$ cat src/rtl/mux8_rr_arbiter.sv
// mux8_rr_arbiter: round-robin arbiter driving the select of a shared 8:1 mux.
// Ports: clk, rst_n (async low), arb_en, req[0:7] in; grant[0:7], sel[2:0], valid out.
// Optional hold limit: define MUX8_ARB_HOLD_LIMIT_EN to cap a grant at MAX_HOLD cycles.
module mux8_rr_arbiter #(
    parameter int MAX_HOLD = 16
) (
    input  logic       clk,
    input  logic       rst_n,
    input  logic       arb_en,
    input  logic [0:7] req,
    output logic [0:7] grant,
    output logic [2:0] sel,
    output logic       valid
);

    typedef enum logic {
        IDLE,
        GRANT
    } state_t;

    if (MAX_HOLD < 1 || MAX_HOLD > 255) begin : g_bad_max_hold
        $error("MAX_HOLD must be in 1..255");
    end

    state_t     state, state_n;
    logic [2:0] ptr, ptr_n;
    logic [2:0] owner, owner_n;
    logic [0:7] grant_n;
    logic       valid_n;
    logic [2:0] pick;
    logic [2:0] idx;
    logic       found;
    logic       hold_limit;

`ifdef MUX8_ARB_HOLD_LIMIT_EN
    localparam int HW = $clog2(MAX_HOLD + 1);
    logic [HW-1:0] hold_cnt, hold_n;

    assign hold_limit = (hold_cnt == HW'(MAX_HOLD - 1));
`else
    assign hold_limit = 1'b0;
`endif

    // Scan ptr, ptr+1, ... ptr+7; walking backwards lets the
    // closest-to-ptr request overwrite any farther one.
    always_comb begin
        found = 1'b0;
        pick  = 3'd0;
        idx   = 3'd0;
        for (int k = 7; k >= 0; k--) begin
            idx = ptr + 3'(k);
            if (req[idx]) begin
                found = 1'b1;
                pick  = idx;
            end
        end
    end

    always_comb begin
        state_n = state;
        ptr_n   = ptr;
        owner_n = owner;
        grant_n = grant;
        valid_n = valid;
`ifdef MUX8_ARB_HOLD_LIMIT_EN
        hold_n  = hold_cnt;
`endif
        unique case (state)
            IDLE: begin
                grant_n = '0;
                valid_n = 1'b0;
                if (arb_en && found) begin
                    state_n       = GRANT;
                    owner_n       = pick;
                    grant_n[pick] = 1'b1;
                    valid_n       = 1'b1;
`ifdef MUX8_ARB_HOLD_LIMIT_EN
                    hold_n        = '0;
`endif
                end
            end
            GRANT: begin
                if (!req[owner] || hold_limit) begin
                    // Release: the old owner drops to lowest priority.
                    state_n = IDLE;
                    grant_n = '0;
                    valid_n = 1'b0;
                    ptr_n   = owner + 3'd1;
                end else begin
`ifdef MUX8_ARB_HOLD_LIMIT_EN
                    if (hold_cnt != '1) begin
                        hold_n = hold_cnt + 1'b1;
                    end
`endif
                end
            end
        endcase
    end

    always_ff @(posedge clk or negedge rst_n) begin
        if (!rst_n) begin
            state    <= IDLE;
            ptr      <= 3'd0;
            owner    <= 3'd0;
            grant    <= '0;
            valid    <= 1'b0;
`ifdef MUX8_ARB_HOLD_LIMIT_EN
            hold_cnt <= '0;
`endif
        end else begin
            state    <= state_n;
            ptr      <= ptr_n;
            owner    <= owner_n;
            grant    <= grant_n;
            valid    <= valid_n;
`ifdef MUX8_ARB_HOLD_LIMIT_EN
            hold_cnt <= hold_n;
`endif
        end
    end

    assign sel = owner;

endmodule
$ cat config.mk
export PLATFORM = sky130hd
export DESIGN_NAME = mux8_rr_arbiter
export DESIGN_NICKNAME = d
export VERILOG_FILES = /design/src/rtl/mux8_rr_arbiter.sv
export SDC_FILE = /design/constraint.sdc
export NUM_CORES = 1
export LEC_CHECK = 0
export ABC_AREA = 0
export CORE_MARGIN = 4
export CORE_UTILIZATION = 30
export CTS_BUF_LIST = sky130_fd_sc_hd__clkbuf_8
export CTS_CLUSTER_SIZE = 12
export DETAILED_ROUTE_END_ITERATION = 10
export PLACE_DENSITY_LB_ADDON = 0.05
export SYNTH_ARGS = -nofsm -noshare
export SYNTH_HDL_FRONTEND = slang
export SYNTH_SLANG_ARGS = --single-unit
$ cat constraint.sdc
create_clock -name clk -period 5.4 [get_ports clk]
set_input_delay 1.08 -clock clk [delete_from_list [all_inputs] [get_ports clk]]
set_output_delay 1.08 -clock clk [all_outputs]
set_load 0.05 [all_outputs]
==> run metrics, run 1 <==
Via Count 1381; Placer Congestion 0.834; Avg Synthesized Cell Area 10.4 um2; global-route wire length before repair 6.92 mm; fin. max-slew vios 0; Arrival @ worst endpoint 3910 ps; clk_skew 2.99 ps; worst-path fanout max 18; number of synthesized flops with an enable pin 0; CTS tree done; crit path time final 3780 ps; die area 6690 um2; CP Capture Type register; Fmax achieved 0.264 GHz; post-route antenna net violation count 0; GRT Residual Overflow 0; Vias per Instance 5.64; relative slew slack 0.447; count of state elements after synthesis 16; kind of critical path reg -> reg; total nets after synthesis 171; DR WL/cell 16.5 um; largest net degree at the start of global routing 25; H-tree Lvls 1; # resized after CTS 0; initial antenna violation count 0; antenna fix cells 0; commonest non-fill, non-tap cell in the layout nand2_1; area of the multi-input gates 1160 um2; RSZ-0062 raised after global routing false; CTS sink cnt 16; worst skew pair latency 240 ps; DRC Markers 0; CP required 5530 ps; Core Box Area 5200 um2; YS warnings 0; FP Rows 26; I/O pin cnt 23; deepest clock path buffer count 2; Die H 81.8 um; 1st-pass router iterations 4; starting DRC count in detailed routing 71; top_reg_cell synth dfrtp_1; Total GRT Usage 0.132; Setup crit start kind register; total CTS buffers 3; most frequent cells in the layout 26 x nand2_1, 22 x clkdlybuf4s50_1, 16 x dfrtp_1, 10 x mux4_2, 10 x o21ai_0; Syn Inst Count 157; sequential cell area 400 um2; share of cells above drive strength 1 0.166; Final Hold Fails 0; final setup fails 0; postcts setup bufs 0; final WL 4.05 mm; Unique masters post-synth 46; FILL cells 538; # hold bufs at CTS 0; Synth async-reset ratio 1.00; Tcrit/Tclk final 0.701; status complete, no violations; cell area after synthesis 1630 um2; post-DP HPWL 3.08 mm; number of max-cap violations 0; Starting Density 0.314; worst slew pin tran 829 ps; Fin Setup TNS 0 ps; clk root buf clkbuf_8; Nets 190; worst hold path class reg -> reg; post-synthesis sequential area ratio 0.245; Die W 81.8 um; area grow syn2layout 19.2%; number of global-route vias before repair 1355; clk slew on worst S/H paths 60 ps; IO Port Bufs 22
Yosys cell counts, types with 3 or more instances:
library cell | number | share of area
nand2_1 | 26 | 0.060
dfrtp_1 | 16 | 0.25
mux4_2 | 10 | 0.14
o21ai_0 | 10 | 0.031
mux2i_1 | 8 | 0.049
mux2_2 | 6 | 0.041
inv_1 | 5 | 0.011
mux4_1 | 5 | 0.080
o31ai_1 | 5 | 0.023
o41ai_1 | 4 | 0.021
a21oi_1 | 3 | 0.0092
buf_2 | 3 | 0.0092
clkbuf_1 | 3 | 0.0069
ha_1 | 3 | 0.023
nor2b_1 | 3 | 0.011
nor4_1 | 3 | 0.011
xor2_1 | 3 | 0.016
registers in the layout (all words and copies together), names as in the netlist:
register	cells
ptr	3
valid	1
state	1
sel	3
grant	8
worst max-delay path: stages (launching register included):
cell and delay, ps:
dfrtp_1 810, inv_1 250, ha_1 650, mux4_2 460
nor4_2 410, nor4_1 100, a211o_1 280, or3_4 370
o41ai_1 330
kinds of logic (layout without fill, tap and decap cells):
family          count (synthesis)  in the layout  share of synthesized area
xor+xnor                        5              5                     0.0268
simple gates                   49             49                      0.161
flops                          16             16                      0.245
mux                            32             32                      0.335
buf+inv                        14             32                     0.0459
fa+ha+maj                       3              3                     0.0230
compound gates                 38             38                      0.163
worst paths after layout:
kind	slack (ps)	end	cells after the start	start
hold / removal	480	grant[3]$_DFFE_PN0P_	2	grant[3]$_DFFE_PN0P_
setup / recovery	1620	grant[4]$_DFFE_PN0P_	8	ptr[0]$_DFFE_PN0P_
min in group asynchronous	1270	valid$_DFFE_PN0P_	1	rst_n
setup reg to reg	1620	grant[4]$_DFFE_PN0P_	8	ptr[0]$_DFFE_PN0P_
max in group asynchronous	3680	grant[0]$_DFFE_PN0P_	1	rst_n
hold reg to reg	480	grant[3]$_DFFE_PN0P_	2	grant[3]$_DFFE_PN0P_
stage by stage:
step                      std cells  hold slack (ps)  utilization  cell area [um2]  setup WS, ps
after global routing            245              503        0.374             1950          1220
final                           245              476        0.374             1950          1620
after detailed placement        241              468        0.364             1890          1540
after global placement          241              462        0.364             1890          1570
after CTS                       245              483        0.374             1950          1600
after floorplan                 157              605            -             1630          2310
area by class of cell:
type	instances	share of cell area
multi-input combinational	127	0.595
sequential	16	0.206
timing repair buffer	23	0.117
tap	70	0.0450
clock buffer	4	0.0283
inverter	5	0.00963
metal layers:
layer  global-route usage  routed length, um
met4               0.0266                 27
met3               0.0197                212
met5                    0                  0
met2                0.200               1840
met1                0.198               1970
Power of run 1 is left out: the tool's default activity adds up to more than one toggle a clock period on the data nets, which glitch-free logic cannot reach.
==> inputs of run 2 (changes only) <==
Clock period 5.4 ns to 3.88 ns, I/O delays scaled along.
==> run metrics, run 2 (synthesized netlist as in run 1, its figures left out) <==
status complete, no violations (unchanged); starting DRC count in detailed routing 90 (was 71); I/O pin cnt 23 (unchanged); die area 6690 um2 (unchanged); Vias per Instance 5.51 (was 5.64); relative slew slack 0.493 (was 0.447); fin. max-slew vios 0 (unchanged); postcts setup bufs 0 (unchanged); Core Box Area 5200 um2 (unchanged); area post-placement 1910 um2 (was 1890 um2); max reg flops 8 (unchanged); area grow syn2layout 20.1% (was 19.2%); H-tree Lvls 1 (unchanged); final core utilization 0.377 (was 0.374); Fin Setup TNS 0 ps (unchanged); CTS tree done (unchanged); endpoint of the worst hold path grant[3]$_DFFE_PN0P_ (unchanged); DRC Markers 0 (unchanged); number of global-route vias before repair 1319 (was 1355); crit path time final 3320 ps; Nets 192 (was 190); Top reg by flops grant (unchanged); CP required 4010 ps (was 5530 ps); CP Cell Sequence clkdlybuf4s50_1, mux4_2, nor4_2, nor4_1, a211o_1, or3_4, o41ai_1 (was inv_1, ha_1, mux4_2, nor4_2, nor4_1, a211o_1, or3_4, o41ai_1); met2 WL post-DR 2.00 mm (was 1.84 mm); DR WL/cell 17.2 um (was 16.5 um); R2R depth 8 (unchanged); final instance area 1960 um2 (was 1950 um2); # resized after CTS 0 (unchanged); RSZ-0062 raised after global routing false (unchanged); clk root buf clkbuf_8 (unchanged); Die W 81.8 um (unchanged); Top delay family on crit path simple AND/OR/NAND/NOR gates (unchanged); FF-to-FF End grant[0]$_DFFE_PN0P_ (was grant[4]$_DFFE_PN0P_); min-delay src grant[3]$_DFFE_PN0P_ (unchanged); Starting Density 0.314 (unchanged); largest net degree at the start of global routing 19 (was 25); IO Port Bufs 22 (unchanged); post-DP HPWL 3.30 mm (was 3.08 mm); Setup crit start kind input port (was register); worst hold path class reg -> reg (unchanged); worst slew pin tran 758 ps (was 829 ps); Total GRT Usage 0.138 (was 0.132); deepest clock path buffer count 2 (unchanged); Hold Path Cell Cnt 2 (unchanged); Max stage delay cell, worst path mux4_2 (was dfrtp_1); WL met3 151 um (was 212 um); Tcrit/Tclk final 0.854; 1st-pass router iterations 4 (unchanged); Reg-to-Reg Start ptr[0]$_DFFE_PN0P_ (unchanged); CP max stage delay 600 ps (was 810 ps); # hold bufs at CTS 0 (unchanged); initial antenna violation count 0 (unchanged); global-route wire length before repair 7.08 mm (was 6.92 mm); most frequent cells in the layout 26 x nand2_1, 22 x clkdlybuf4s50_1, 16 x dfrtp_1, 10 x mux4_2, 10 x o21ai_0 (unchanged); met1 WL 2.09 mm (was 1.97 mm); Fmax achieved 0.302 GHz; Via Count 1361 (was 1381); Arrival @ worst endpoint 3450 ps (was 3910 ps); clk slew on worst S/H paths 70 ps (was 60 ps); Final Hold Fails 0 (unchanged); kind of critical path in -> reg (was reg -> reg); number of max-cap violations 0 (unchanged); Top Metal Used met4 (unchanged); commonest non-fill, non-tap cell in the layout nand2_1 (unchanged); clk_skew 3.85 ps (was 2.99 ps); Placer Congestion 0.835 (was 0.834); antenna fix cells 0 (unchanged); final WL 4.26 mm (was 4.05 mm); worst-path fanout max 9 (was 18); GRT Residual Overflow 0 (unchanged); post-route antenna net violation count 0 (unchanged); reg-to-reg slack, setup 650 ps (was 1620 ps); Die H 81.8 um (unchanged); final setup fails 0 (unchanged); crit path buf inv count 1 (unchanged); CTS sink cnt 16 (unchanged); worst skew pair latency 250 ps (was 240 ps); FP Rows 26 (unchanged); total CTS buffers 3 (unchanged); CP Capture Type register (unchanged); share of cells above drive strength 1 0.175 (was 0.166)
==> run 2: changes by cell type in the layout (fill, tap and decap cells not counted), sizes merged <==
cell | previous run | this run
buf | 1 | 3
==> run 2: routing by layer <==
metal | global-route usage | up-vias
li1 | - | 665
met1 | 0.199 | 662
met2 | 0.216 | 32
met3 | 0.0263 | 2
met4 | 0.0249 | 0
met5 | 0 | -
==> run 2: area by class of cell <==
cell class,instances,area (um2)
well taps,70,87.6
fillers,547,3240
multi-input cells,127,1160
clock buffers,4,55.1
repair buffers,25,243
inverters,5,18.8
flip-flops and latches,16,400
==> run 2: worst reg2reg max path: cells and delay by family (launching register included) <==
kind,cells,cell delay [ps]
AO/OA/AOI/OAI,2,610
adder cells (fa/ha/maj),1,660
buffers and inverters,1,130
flip-flops,1,350
multiplexers,1,460
AND/OR/NAND/NOR,3,910
==> run 2: through the flow <==
stage / worst slack (ps) / hold WS (ps) / instances
floorplan: 789 / 480 / 157
global placement: 378 / 461 / 243
detailed placement: 293 / 469 / 243
CTS: 555 / 485 / 247
global route: 360 / 501 / 247
finish: 565 / 480 / 247
==> run 2: how the worst max path moves through the flow <==
stage	from	to	slack (ps)	cells after the start
2_1_floorplan	ptr[1]$_DFFE_PN0P_	grant[0]$_DFFE_PN0P_	790	11
3_3_place_gp	req[7]	grant[4]$_DFFE_PN0P_	380	7
3_5_place_dp	req[4]	grant[0]$_DFFE_PN0P_	290	7
4_1_cts	req[4]	grant[0]$_DFFE_PN0P_	550	7
5_1_grt	req[6]	grant[2]$_DFFE_PN0P_	360	7
6_report	req[4]	grant[0]$_DFFE_PN0P_	560	7
Power of run 2 is left out for the same reason.
==> inputs of run 3 (changes only) <==
Settings changed: CORE_MARGIN 4 to 10, SKIP_LAST_GASP from default to 1.
==> run metrics, run 3 (synthesized netlist as in run 1, its figures left out) <==
postcts setup bufs 0 (unchanged); CTS sink cnt 16 (unchanged); antenna fix cells 0 (unchanged); Fmax achieved 0.301 GHz (was 0.302 GHz); CP Cell Sequence clkdlybuf4s50_1, mux4_2, nor4_2, nor4_1, a211o_1, or3_4, o41ai_1 (unchanged); area grow syn2layout 19.7% (was 20.1%); most frequent cells in the layout 26 x nand2_1, 22 x clkdlybuf4s50_1, 16 x dfrtp_1, 10 x mux4_2, 10 x o21ai_0 (unchanged); # resized after CTS 0 (unchanged); Top reg by flops grant (unchanged); die area 8800 um2 (was 6690 um2); Core Box Area 5200 um2 (unchanged); global-route wire length before repair 7.31 mm (was 7.08 mm); clk root buf clkbuf_8 (unchanged); final WL 4.46 mm (was 4.26 mm); CP max stage delay 600 ps (about the same); largest net degree at the start of global routing 25 (was 19); Arrival @ worst endpoint 3440 ps (was 3450 ps); max reg flops 8 (unchanged); final instance area 1960 um2 (about the same); Final Hold Fails 0 (unchanged); number of max-cap violations 0 (unchanged); # hold bufs at CTS 0 (unchanged); worst slew pin tran 842 ps (was 758 ps); deepest clock path buffer count 2 (unchanged); GRT Residual Overflow 0 (unchanged); Die W 93.8 um (was 81.8 um); CP required 4010 ps (about the same); Max stage delay cell, worst path mux4_2 (unchanged); Via Count 1375 (was 1361); worst skew pair latency 250 ps (about the same); fin. max-slew vios 0 (unchanged); Starting Density 0.314 (unchanged); crit path time final 3320 ps (about the same); worst hold path class reg -> reg (unchanged); area post-placement 1900 um2 (was 1910 um2); total CTS buffers 3 (unchanged); DR WL/cell 18.1 um (was 17.2 um); CP Capture Type register (unchanged); kind of critical path in -> reg (unchanged); Vias per Instance 5.59 (was 5.51); H-tree Lvls 1 (unchanged); Total GRT Usage 0.103 (was 0.138); number of global-route vias before repair 1326 (was 1319); Top delay family on crit path simple AND/OR/NAND/NOR gates (unchanged); IO Port Bufs 22 (unchanged); clk slew on worst S/H paths 60 ps (was 70 ps); crit path buf inv count 1 (unchanged); Setup crit start kind input port (unchanged); RSZ-0062 raised after global routing false (unchanged); Nets 191 (was 192); Placer Congestion 0.796 (was 0.835); DRC Markers 0 (unchanged); 1st-pass router iterations 4 (unchanged); commonest non-fill, non-tap cell in the layout nand2_1 (unchanged); FP Rows 26 (unchanged); Die H 93.8 um (was 81.8 um); starting DRC count in detailed routing 92 (was 90); status complete, no violations (unchanged); worst-path fanout max 9 (unchanged); share of cells above drive strength 1 0.170 (was 0.175); post-route antenna net violation count 0 (unchanged); post-DP HPWL 3.44 mm (was 3.30 mm); CTS tree done (unchanged); I/O pin cnt 23 (unchanged); clk_skew 3.37 ps (was 3.85 ps); Fin Setup TNS 0 ps (unchanged); final setup fails 0 (unchanged); relative slew slack 0.439 (was 0.493); Tcrit/Tclk final 0.855 (was 0.854); initial antenna violation count 0 (unchanged)
run 3: stage by stage:
stage | instances | setup slack, ps | hold WS, ps | utilization
after floorplan | 157 | 789 | 480 | -
after global placement | 242 | 353 | 461 | 0.365
after detailed placement | 242 | 321 | 467 | 0.365
after CTS | 246 | 582 | 485 | 0.376
after global routing | 246 | 334 | 500 | 0.376
final | 246 | 562 | 477 | 0.376
run 3: tightest hold or removal path: cells and delay by family (launching register included):
kind,cells,cell delay [ps]
simple gates,2,110
flops,1,340
run 3: cell type report:
class	instances	area [um2]
Multi-Input combinational cell	127	1160
Clock buffer	4	55.1
Sequential cell	16	400
Timing Repair Buffer	24	235
Tap cell	70	87.6
Fill cell	547	3250
Inverter	5	18.8
run 3: final timing paths:
check                                   start                   end  slack [ps]  cells after the start
min reg2reg                 valid$_DFFE_PN0P_     valid$_DFFE_PN0P_         480                      2
max in group asynchronous               rst_n  grant[4]$_DFFE_PN0P_        2470                      1
min in group asynchronous               rst_n     valid$_DFFE_PN0P_         960                      1
max reg2reg                ptr[0]$_DFFE_PN0P_  grant[0]$_DFFE_PN0P_         590                      8
max                                    req[7]  grant[0]$_DFFE_PN0P_         560                      7
min                         valid$_DFFE_PN0P_     valid$_DFFE_PN0P_         480                      2
run 3: layer usage:
metal  track usage  wire length, um  up-vias  part of all wire
li1              -                -      656                 -
met1         0.146             2160      690              0.49
met2         0.157             2130       27              0.48
met3        0.0208              148        2             0.033
met4        0.0190               14        0            0.0031
met5             0                0        -                 0
Power of run 3 is left out for the same reason.
